===== config.mk =====
export PLATFORM = sky130hd
export DESIGN_NAME = configure_machine_stream_flat
export DESIGN_NICKNAME = d
export VERILOG_FILES = /design/src/rtl/day10_pkg.sv /design/src/rtl/configure_machine_stream_if.sv /design/src/rtl/ctz_encoder.sv /design/src/rtl/configure_machine_stream.sv /design/src/flat_wrapper.sv
export SDC_FILE = /design/constraint.sdc
export NUM_CORES = 1
export LEC_CHECK = 0
export ABC_AREA = 1
export CAP_MARGIN = 0
export CORE_ASPECT_RATIO = 0.6
export CORE_MARGIN = 8
export CORE_UTILIZATION = 52
export DETAILED_ROUTE_END_ITERATION = 16
export MAX_ROUTING_LAYER = met4
export PLACE_DENSITY = 0.87
export SETUP_SLACK_MARGIN = 0.2
export SLEW_MARGIN = 15
export SYNTH_ARGS = -nofsm -noshare
export SYNTH_HDL_FRONTEND = slang
export SYNTH_SLANG_ARGS = --single-unit

===== constraint.sdc =====
create_clock -name clk -period 3.19 [get_ports clk]
set_input_delay 0.319 -clock clk [delete_from_list [all_inputs] [get_ports clk]]
set_output_delay 0.319 -clock clk [all_outputs]
set_load 0.05 [all_outputs]

===== src/rtl/day10_pkg.sv =====
// Shared definitions for the streaming day-10 machine configurator.
//   cms_state_e     : controller state encoding
//   cms_result_t    : result beat layout {overflow, found, presses} for the
//                     default six-button configuration
//   presses_width() : width needed to count 0..max_buttons presses (min 1)
package day10_pkg;

    typedef enum logic [1:0] {
        CMS_LOAD_TARGET  = 2'd0,
        CMS_LOAD_BUTTONS = 2'd1,
        CMS_SEARCH       = 2'd2,
        CMS_EMIT         = 2'd3
    } cms_state_e;

    function automatic int presses_width(input int max_buttons);
        int w;
        w = $clog2(max_buttons + 1);
        return (w < 1) ? 1 : w;
    endfunction

    localparam int CMS_PRESSES_W = presses_width(6);

    typedef struct packed {
        logic                     overflow;
        logic                     found;
        logic [CMS_PRESSES_W-1:0] presses;
    } cms_result_t;

endpackage


===== src/rtl/configure_machine_stream_if.sv =====
// AXI-Stream style link used for both the machine-description input and the
// result output of the configurator.
//   tdata  : payload, DATA_W bits
//   tvalid : producer has a beat
//   tready : consumer accepts the beat
//   tlast  : final beat of a packet
// master = producer side, slave = consumer side.
interface configure_machine_stream_if #(
    parameter int DATA_W = 6
);
    logic [DATA_W-1:0] tdata;
    logic              tvalid;
    logic              tready;
    logic              tlast;

    modport master (output tdata, output tvalid, output tlast, input tready);
    modport slave  (input tdata, input tvalid, input tlast, output tready);
endinterface


===== src/rtl/ctz_encoder.sv =====
// Trailing-zero counter: idx_o is the position of the lowest set bit of
// value_i (0 when value_i is zero). Drives the Gray-code bit to flip.
//   value_i : WIDTH-bit input
//   idx_o   : index of the least significant set bit
module ctz_encoder #(
    parameter int WIDTH = 6,
    parameter int IDX_W = (WIDTH > 1) ? $clog2(WIDTH) : 1
) (
    input  logic [WIDTH-1:0] value_i,
    output logic [IDX_W-1:0] idx_o
);

    // Scan from the top so the lowest set bit wins.
    always_comb begin
        idx_o = '0;
        for (int i = WIDTH - 1; i >= 0; i--) begin
            idx_o = value_i[i] ? IDX_W'(i) : idx_o;
        end
    end

endmodule


===== src/rtl/configure_machine_stream.sv =====
// Streaming machine configurator. Each machine arrives as a target light
// pattern followed by button toggle masks (tlast on the final beat). The
// minimum number of presses reaching the target is found by Gray-code
// subset enumeration, one subset per cycle, and emitted as one result beat.
//   clk, rst_n    : clock, synchronous active-low reset
//   s_axis        : machine description input (slave)
//   m_axis        : result output {overflow, found, presses} (master)
//   clear_total   : synchronous clear of the running totals
//   total_presses : sum of presses over found results (wraps)
//   num_machines  : number of results emitted (wraps)
module configure_machine_stream
    import day10_pkg::*;
#(
    parameter int MAX_NUM_LIGHTS  = 6,
    parameter int MAX_NUM_BUTTONS = 6,
    parameter int TOTAL_W         = 16
) (
    input  logic                 clk,
    input  logic                 rst_n,
    configure_machine_stream_if.slave  s_axis,
    configure_machine_stream_if.master m_axis,
    input  logic                 clear_total,
    output logic [TOTAL_W-1:0]   total_presses,
    output logic [TOTAL_W-1:0]   num_machines
);

    localparam int PRESSES_W = presses_width(MAX_NUM_BUTTONS);
    localparam int RESULT_W  = PRESSES_W + 2;
    localparam int IDX_W     = (MAX_NUM_BUTTONS > 1) ? $clog2(MAX_NUM_BUTTONS) : 1;

    localparam logic [1:0] ST_LOAD_TARGET  = CMS_LOAD_TARGET;
    localparam logic [1:0] ST_LOAD_BUTTONS = CMS_LOAD_BUTTONS;
    localparam logic [1:0] ST_SEARCH       = CMS_SEARCH;
    localparam logic [1:0] ST_EMIT         = CMS_EMIT;

    localparam logic [PRESSES_W-1:0]       NB_MAX = PRESSES_W'(MAX_NUM_BUTTONS);
    localparam logic [MAX_NUM_BUTTONS-1:0] K_ONES = {MAX_NUM_BUTTONS{1'b1}};

    logic [1:0]                state_q, state_d;
    logic [MAX_NUM_LIGHTS-1:0] target_q, target_d;
    logic [MAX_NUM_LIGHTS-1:0] mask_q [MAX_NUM_BUTTONS];
    logic [MAX_NUM_LIGHTS-1:0] mask_d [MAX_NUM_BUTTONS];
    logic [PRESSES_W-1:0]      n_q, n_d;
    logic                      ovf_q, ovf_d;
    logic                      found_q, found_d;
    logic [PRESSES_W-1:0]      best_q, best_d;
    logic [MAX_NUM_BUTTONS-1:0] k_q, k_d;
    logic [MAX_NUM_BUTTONS-1:0] gray_q, gray_d;
    logic [MAX_NUM_LIGHTS-1:0] acc_q, acc_d;
    logic [PRESSES_W-1:0]      pop_q, pop_d;
    logic                      m_tvalid_q, m_tvalid_d;
    logic [RESULT_W-1:0]       m_tdata_q, m_tdata_d;
    logic [TOTAL_W-1:0]        total_q, total_d;
    logic [TOTAL_W-1:0]        count_q, count_d;

    logic                       s_ready_s, s_hs_s, m_hs_s;
    logic [IDX_W-1:0]           idx_s;
    logic [MAX_NUM_BUTTONS-1:0] gray_flip_s, gray_new_s, k_last_s;
    logic [MAX_NUM_LIGHTS-1:0]  acc_new_s;
    logic [PRESSES_W-1:0]       pop_new_s;

    ctz_encoder #(.WIDTH(MAX_NUM_BUTTONS), .IDX_W(IDX_W)) u_ctz (
        .value_i (k_q),
        .idx_o   (idx_s)
    );

    // Input is accepted only while loading and never while reset is held.
    assign s_ready_s      = rst_n && ((state_q == ST_LOAD_TARGET) || (state_q == ST_LOAD_BUTTONS));
    assign s_hs_s         = s_axis.tvalid && s_ready_s;
    assign m_hs_s         = m_tvalid_q && m_axis.tready;
    assign s_axis.tready  = s_ready_s;
    assign m_axis.tvalid  = m_tvalid_q;
    assign m_axis.tdata   = m_tdata_q;
    assign m_axis.tlast   = 1'b1;
    assign total_presses  = total_q;
    assign num_machines   = count_q;
    // Final subset index 2^n - 1 for the loaded button count.
    assign k_last_s       = K_ONES >> (NB_MAX - n_q);

    // One Gray-code step: flip the trailing-zero bit of k, update XOR and popcount.
    always_comb begin
        gray_flip_s        = '0;
        gray_flip_s[idx_s] = 1'b1;
        gray_new_s         = gray_q ^ gray_flip_s;
        acc_new_s          = acc_q ^ mask_q[idx_s];
        pop_new_s          = gray_new_s[idx_s] ? (pop_q + PRESSES_W'(1)) : (pop_q - PRESSES_W'(1));
    end

    // Controller next-state, search bookkeeping, result beat and totals.
    always_comb begin
        state_d    = state_q;
        target_d   = target_q;
        mask_d     = mask_q;
        n_d        = n_q;
        ovf_d      = ovf_q;
        found_d    = found_q;
        best_d     = best_q;
        k_d        = k_q;
        gray_d     = gray_q;
        acc_d      = acc_q;
        pop_d      = pop_q;
        m_tdata_d  = m_tdata_q;
        total_d    = total_q;
        count_d    = count_q;

        case (state_q)
            ST_LOAD_TARGET: begin
                if (s_hs_s) begin
                    target_d = s_axis.tdata;
                    n_d      = '0;
                    ovf_d    = 1'b0;
                    best_d   = '0;
                    // An all-off target is already solved by the empty subset.
                    found_d  = (s_axis.tdata == '0);
                    state_d  = s_axis.tlast ? ST_EMIT : ST_LOAD_BUTTONS;
                end else begin
                    state_d  = ST_LOAD_TARGET;
                end
            end
            ST_LOAD_BUTTONS: begin
                if (s_hs_s) begin
                    if (n_q == NB_MAX) begin
                        ovf_d = 1'b1;
                    end else begin
                        mask_d[n_q] = s_axis.tdata;
                        n_d         = n_q + PRESSES_W'(1);
                    end
                    if (!s_axis.tlast) begin
                        state_d = ST_LOAD_BUTTONS;
                    end else if (ovf_d) begin
                        found_d = 1'b0;
                        state_d = ST_EMIT;
                    end else begin
                        k_d     = {{(MAX_NUM_BUTTONS-1){1'b0}}, 1'b1};
                        acc_d   = '0;
                        pop_d   = '0;
                        gray_d  = '0;
                        state_d = ST_SEARCH;
                    end
                end else begin
                    state_d = ST_LOAD_BUTTONS;
                end
            end
            ST_SEARCH: begin
                gray_d = gray_new_s;
                acc_d  = acc_new_s;
                pop_d  = pop_new_s;
                if ((acc_new_s == target_q) && (!found_q || (pop_new_s < best_q))) begin
                    best_d  = pop_new_s;
                    found_d = 1'b1;
                end else begin
                    best_d  = best_q;
                end
                if (k_q == k_last_s) begin
                    state_d = ST_EMIT;
                end else begin
                    k_d     = k_q + MAX_NUM_BUTTONS'(1);
                end
            end
            ST_EMIT: begin
                state_d = m_hs_s ? ST_LOAD_TARGET : ST_EMIT;
            end
            default: begin
                state_d = ST_LOAD_TARGET;
            end
        endcase

        // Result beat captured on entry to EMIT and frozen until accepted.
        m_tvalid_d = (state_q == ST_EMIT) && !m_hs_s;
        if ((state_q == ST_EMIT) && !m_tvalid_q) begin
            m_tdata_d = {ovf_q, found_q, (found_q ? best_q : {PRESSES_W{1'b0}})};
        end else begin
            m_tdata_d = m_tdata_q;
        end

        // Clear first, then add, so a coincident result lands in the fresh totals.
        if (clear_total) begin
            total_d = '0;
            count_d = '0;
        end else begin
            total_d = total_q;
            count_d = count_q;
        end
        if (m_hs_s) begin
            count_d = count_d + TOTAL_W'(1);
            total_d = m_tdata_q[PRESSES_W] ? (total_d + TOTAL_W'(m_tdata_q[PRESSES_W-1:0])) : total_d;
        end else begin
            count_d = count_d;
        end
    end

    // State registers with synchronous active-low reset; masks need no reset.
    always_ff @(posedge clk) begin
        mask_q <= mask_d;
        if (!rst_n) begin
            state_q    <= ST_LOAD_TARGET;
            target_q   <= '0;
            n_q        <= '0;
            ovf_q      <= 1'b0;
            found_q    <= 1'b0;
            best_q     <= '0;
            k_q        <= '0;
            gray_q     <= '0;
            acc_q      <= '0;
            pop_q      <= '0;
            m_tvalid_q <= 1'b0;
            m_tdata_q  <= '0;
            total_q    <= '0;
            count_q    <= '0;
        end else begin
            state_q    <= state_d;
            target_q   <= target_d;
            n_q        <= n_d;
            ovf_q      <= ovf_d;
            found_q    <= found_d;
            best_q     <= best_d;
            k_q        <= k_d;
            gray_q     <= gray_d;
            acc_q      <= acc_d;
            pop_q      <= pop_d;
            m_tvalid_q <= m_tvalid_d;
            m_tdata_q  <= m_tdata_d;
            total_q    <= total_d;
            count_q    <= count_d;
        end
    end

endmodule


===== src/flat_wrapper.sv =====
// flat-port wrapper written by rule: the top's interface ports become plain ports
module configure_machine_stream_flat import day10_pkg::*;
#(
    parameter int MAX_NUM_LIGHTS  = 6,
    parameter int MAX_NUM_BUTTONS = 6,
    parameter int TOTAL_W         = 16
)
  (clk, rst_n, clear_total, total_presses, num_machines, s_axis_tdata, s_axis_tvalid, s_axis_tlast, s_axis_tready, m_axis_tdata, m_axis_tvalid, m_axis_tlast, m_axis_tready);
  configure_machine_stream_if #(.DATA_W(6)) s_axis_i ();
  configure_machine_stream_if #(.DATA_W(5)) m_axis_i ();
  input  logic clk;
  input  logic rst_n;
  input  logic clear_total;
  output logic [TOTAL_W-1:0] total_presses;
  output logic [TOTAL_W-1:0] num_machines;
  input wire logic [$bits(s_axis_i.tdata)-1:0] s_axis_tdata;
  input wire logic [$bits(s_axis_i.tvalid)-1:0] s_axis_tvalid;
  input wire logic [$bits(s_axis_i.tlast)-1:0] s_axis_tlast;
  output wire logic [$bits(s_axis_i.tready)-1:0] s_axis_tready;
  output wire logic [$bits(m_axis_i.tdata)-1:0] m_axis_tdata;
  output wire logic [$bits(m_axis_i.tvalid)-1:0] m_axis_tvalid;
  output wire logic [$bits(m_axis_i.tlast)-1:0] m_axis_tlast;
  input wire logic [$bits(m_axis_i.tready)-1:0] m_axis_tready;
  assign s_axis_i.tdata = s_axis_tdata;
  assign s_axis_i.tvalid = s_axis_tvalid;
  assign s_axis_i.tlast = s_axis_tlast;
  assign s_axis_tready = s_axis_i.tready;
  assign m_axis_tdata = m_axis_i.tdata;
  assign m_axis_tvalid = m_axis_i.tvalid;
  assign m_axis_tlast = m_axis_i.tlast;
  assign m_axis_i.tready = m_axis_tready;
  configure_machine_stream #(.MAX_NUM_LIGHTS(MAX_NUM_LIGHTS), .MAX_NUM_BUTTONS(MAX_NUM_BUTTONS), .TOTAL_W(TOTAL_W)) u_core (.clk(clk), .rst_n(rst_n), .s_axis(s_axis_i), .m_axis(m_axis_i), .clear_total(clear_total), .total_presses(total_presses), .num_machines(num_machines));
endmodule

==> out/results.ini <==
[cts]
h-tree-depth = 3
cts_made_buffers = 9
cts_tree = yes
cts.clk_slew.worst_paths_ns = 0.08
root_buffer = clkbuf_16
cts_sinks = 111
cts_hold_buf = 0
cts.path.max_buffers = 2
clkLatencyLatePin_ns = 0.36

[worst_hold_path]
hold_path_depth = 2
hp-class = flip-flop to flip-flop
worstHoldStart = u_core.best_q[2]$_SDFFE_PN0P_
hold_end = u_core.m_axis.tdata[2]$_SDFFE_PN0P_

[run_status]
status = finished with violations
violations = setup timing

[drt]
wl_per_cell_um = 15.5
drc = 0
drt_iter0_drc = 599
drt_pre_antenna_iters = 8
vias = 5459
dr_wl_met3_um = 1700
wl_met1_um = 6940
antenna_left = 0
top_layer_used = met4
drt_wl_total_um = 15500
vias_per_cell = 5.47
met2WireLength_um = 6680

[synthesis]
synth.mux.area_fraction = 0
yosysWarnings = 0
synth_top_area_share = 0.260
synth_area_per_cell_um2 = 7.63
seq_area_frac_synth = 0.448
synth_cell_types = 48
synth_fa_ha_area_frac = 0.0438
synth-seq-cells = 111
synth_area_leaders = dfxtp_1 26%, edfxtp_1 19%, nand2_1 9.4%
synth_xor_area_frac = 0.0106
yosys.area.top_type = dfxtp_1
synth_edf_count = 36
async_flop_share = 0
synthCells = 756
ys.flop_type = dfxtp_1
synth_top_family_by_area = simple AND/OR/NAND/NOR gates
syn_nets = 787
netlist_area_um2 = 5770
synth_compound_area_frac = 0.123
synth-simple-area-share = 0.283

[sta]
final_max_slew_viol_count = 0
rsz0062_at_grt = true
worst_pin_slew_ns = 0.898
hold_violations = 0
setup_viol = 4
fin_setup_tns_ns = -1.01
min_period_ns = 3.45
fin_ws_ns = -0.264
fmax_mhz = 290
period_share = 1.08
relSlewSlack = 0.386
finalClockSkew_ns = 0.00986

[placed_design]
dp_hpwl_um = 11000
gp_congestion = 0.917
placed_cell_area_um2 = 6670
place_ws_ns = -0.356
portBuffers = 50

[cells_and_area]
multi_input_area_um2 = 2770
fillerInstances = 803
drive_above_1_share = 0.155
fin_util = 0.671
diodes = 0
nNetsFinal = 885
regArea_um2 = 2590
area_delta_synth_final_pct = 24.5
stdcell_area_um2 = 7180

[critical_path]
crit_family = simple AND/OR/NAND/NOR gates
cp.required_ns = 3.48
worst_setup_path_end_kind = flip-flop
path_buf_inv = 4
crit_type = flip-flop to flip-flop
slowest_stage = dfxtp_2
worst_r2r_path_depth = 30
r2r_slack_ns = -0.26
crit_arrival_ns = 3.75
path_max_fanout = 5
r2r_end = u_core.best_q[2]$_SDFFE_PN0P_
slowest_delay_ns = 0.35
crit_path_start_kind = flip-flop
critPathMostFrequentCell = nand2_1
rr_startpoint = u_core.k_q[4]$_SDFFE_PN0P_

[floorplan]
floorplan.initialDensity = 0.539
rows = 29
die_h_um = 97.6
fp.dieW_um = 152
coreArea_um2 = 10700
ios = 52
die-area_um2 = 14800

[global_routing]
grt_pass1_wl_um = 25000
grt_max_degree = 38
grt_pass1_vias = 5023
grt-ovfl-total = 0
grt_antenna_before_repair = 0
grt_usage = 0.208

[power_and_ir_drop]
p_leak_nw = 2.85
ir_drop_mv = 0.305
power.density_nw_per_um2 = 415
fin_total_pwr_mw = 2.98

[flow_run]
drv_cap = 0

==> logic make-up after synthesis <==
logic type,count (synthesis)
xor+xnor,7
buf+inv,132
compound gates,128
simple gates,358
fa+ha+maj,19
other cells,1
flops,111
==> final cells by class <==
type / instances / area share
sequential: 111 / 0.361
tap: 139 / 0.0242
clock buffer: 9 / 0.0314
timing repair buffer: 104 / 0.128
clock inverter: 7 / 0.00784
multi-input combinational: 513 / 0.386
inverter: 115 / 0.0622
==> state kept, by name, indices dropped and copies added (netlist names) <==
name / count
u_core.mask_q: 36
u_core.num_machines: 16
u_core.total_presses: 16
u_core.acc_q: 6
u_core.gray_q: 6
u_core.k_q: 6
u_core.target_q: 6
u_core.m_axis.tdata: 5
u_core.best_q: 3
u_core.n_q: 3
u_core.pop_q: 3
u_core.state_q: 2
u_core.found_q: 1
u_core.m_axis.tvalid: 1
u_core.ovf_q: 1
==> Yosys cell counts (3+ instances only) <==
cell	instances
o22ai_1	4
a21oi_1	67
xor2_1	4
nand2_2	4
nor3b_1	3
inv_1	107
a211oi_1	4
inv_2	7
o21a_1	4
nor2_2	3
nand2_1	145
buf_2	3
dfxtp_1	75
nand2_4	3
nor4_1	4
edfxtp_1	36
clkbuf_1	9
nand2_8	3
nand3_2	3
o21ai_0	36
nor3_1	22
xnor2_1	3
ha_1	17
nand3b_1	5
nor2_1	97
nand4_1	8
nand3_1	52
==> power breakdown <==
part / switching [mW] / leakage (nW) / total [mW] / internal, mW
registers: 0.0251 / 0.933 / 1.51 / 1.49
logic: 0.241 / 1.78 / 0.376 / 0.135
clock network: 0.547 / 0.139 / 1.09 / 0.544
total: 0.814 / 2.85 / 2.98 / 2.16
==> repair_timing <==
item / 4_1_cts / 5_1_grt
endpoints found under the setup margin: 5 / 23
resized for setup: 17 / 17
buffers inserted: 10 / 5
pin swaps: 12 / 7
hold endpoints to repair: 0 / 0
==> stage by stage <==
stage	std cells	hold WS, ns
floorplan	756	0.418
global placement	967	0.453
detailed placement	967	0.459
CTS	993	0.467
global route	998	0.507
finish	998	0.468
==> worst max-delay path by stage <==
stage                                         end  cells past startpoint  slack, ns                       start
floorplan           u_core.best_q[0]$_SDFFE_PN0P_                     26      -0.09  u_core.k_q[1]$_SDFFE_PN0P_
global placement      u_core.found_q$_SDFFE_PN0P_                     26      -0.14  u_core.k_q[5]$_SDFFE_PN0P_
detailed placement  u_core.best_q[2]$_SDFFE_PN0P_                     27      -0.36  u_core.k_q[5]$_SDFFE_PN0P_
CTS                 u_core.best_q[0]$_SDFFE_PN0P_                     30      -0.19  u_core.k_q[4]$_SDFFE_PN0P_
global route        u_core.best_q[2]$_SDFFE_PN0P_                     30      -0.51  u_core.k_q[4]$_SDFFE_PN0P_
finish              u_core.best_q[2]$_SDFFE_PN0P_                     30      -0.26  u_core.k_q[4]$_SDFFE_PN0P_
==> layer usage <==
metal	global-route usage	vias up
li1	-	2668
met1	0.276	2506
met2	0.306	266
met3	0.0635	19
met4	0.0443	0
met5	-	-
==> tightest hold or removal path: stages (launching register included) <==
cell and delay [ns]:
dfxtp_1 0.32, nand2_1 0.06, a21oi_1 0.05
==> placed cells by master, fill, tap and decap left out, drive strengths merged <==
| cell | netlist | final |
|---|---|---|
| nor2 | 102 | 102 |
| xnor2 | 3 | 3 |
| edfxtp | 36 | 36 |
| nand4 | 8 | 8 |
| a21oi | 67 | 67 |
| o21ai | 39 | 39 |
| nor3 | 22 | 22 |
| nand3b | 6 | 6 |
| dfxtp | 75 | 75 |
| o2111ai | 1 | 1 |
| inv | 114 | 119 |
| o211ai | 2 | 2 |
| o311ai | 1 | 1 |
| or2 | 2 | 2 |
| buf | 8 | 55 |
| clkinvlp | 0 | 1 |
| o22ai | 4 | 4 |
| clkbuf | 9 | 9 |
| ha | 17 | 17 |
| o21a | 4 | 4 |
| nand2 | 155 | 155 |
| a211oi | 4 | 4 |
| or4 | 1 | 1 |
| nor3b | 3 | 3 |
| fa | 2 | 2 |
| xor2 | 4 | 4 |
| clkinv | 1 | 2 |
| conb | 1 | 1 |
| a2111oi | 1 | 1 |
| nor4 | 4 | 4 |
| a22oi | 1 | 1 |
| a211o | 1 | 1 |
| clkdlybuf4s50 | 0 | 49 |
| nand3 | 55 | 55 |
| a221oi | 2 | 2 |
| o21bai | 1 | 1 |
Power figures use the tool's default switching activity.
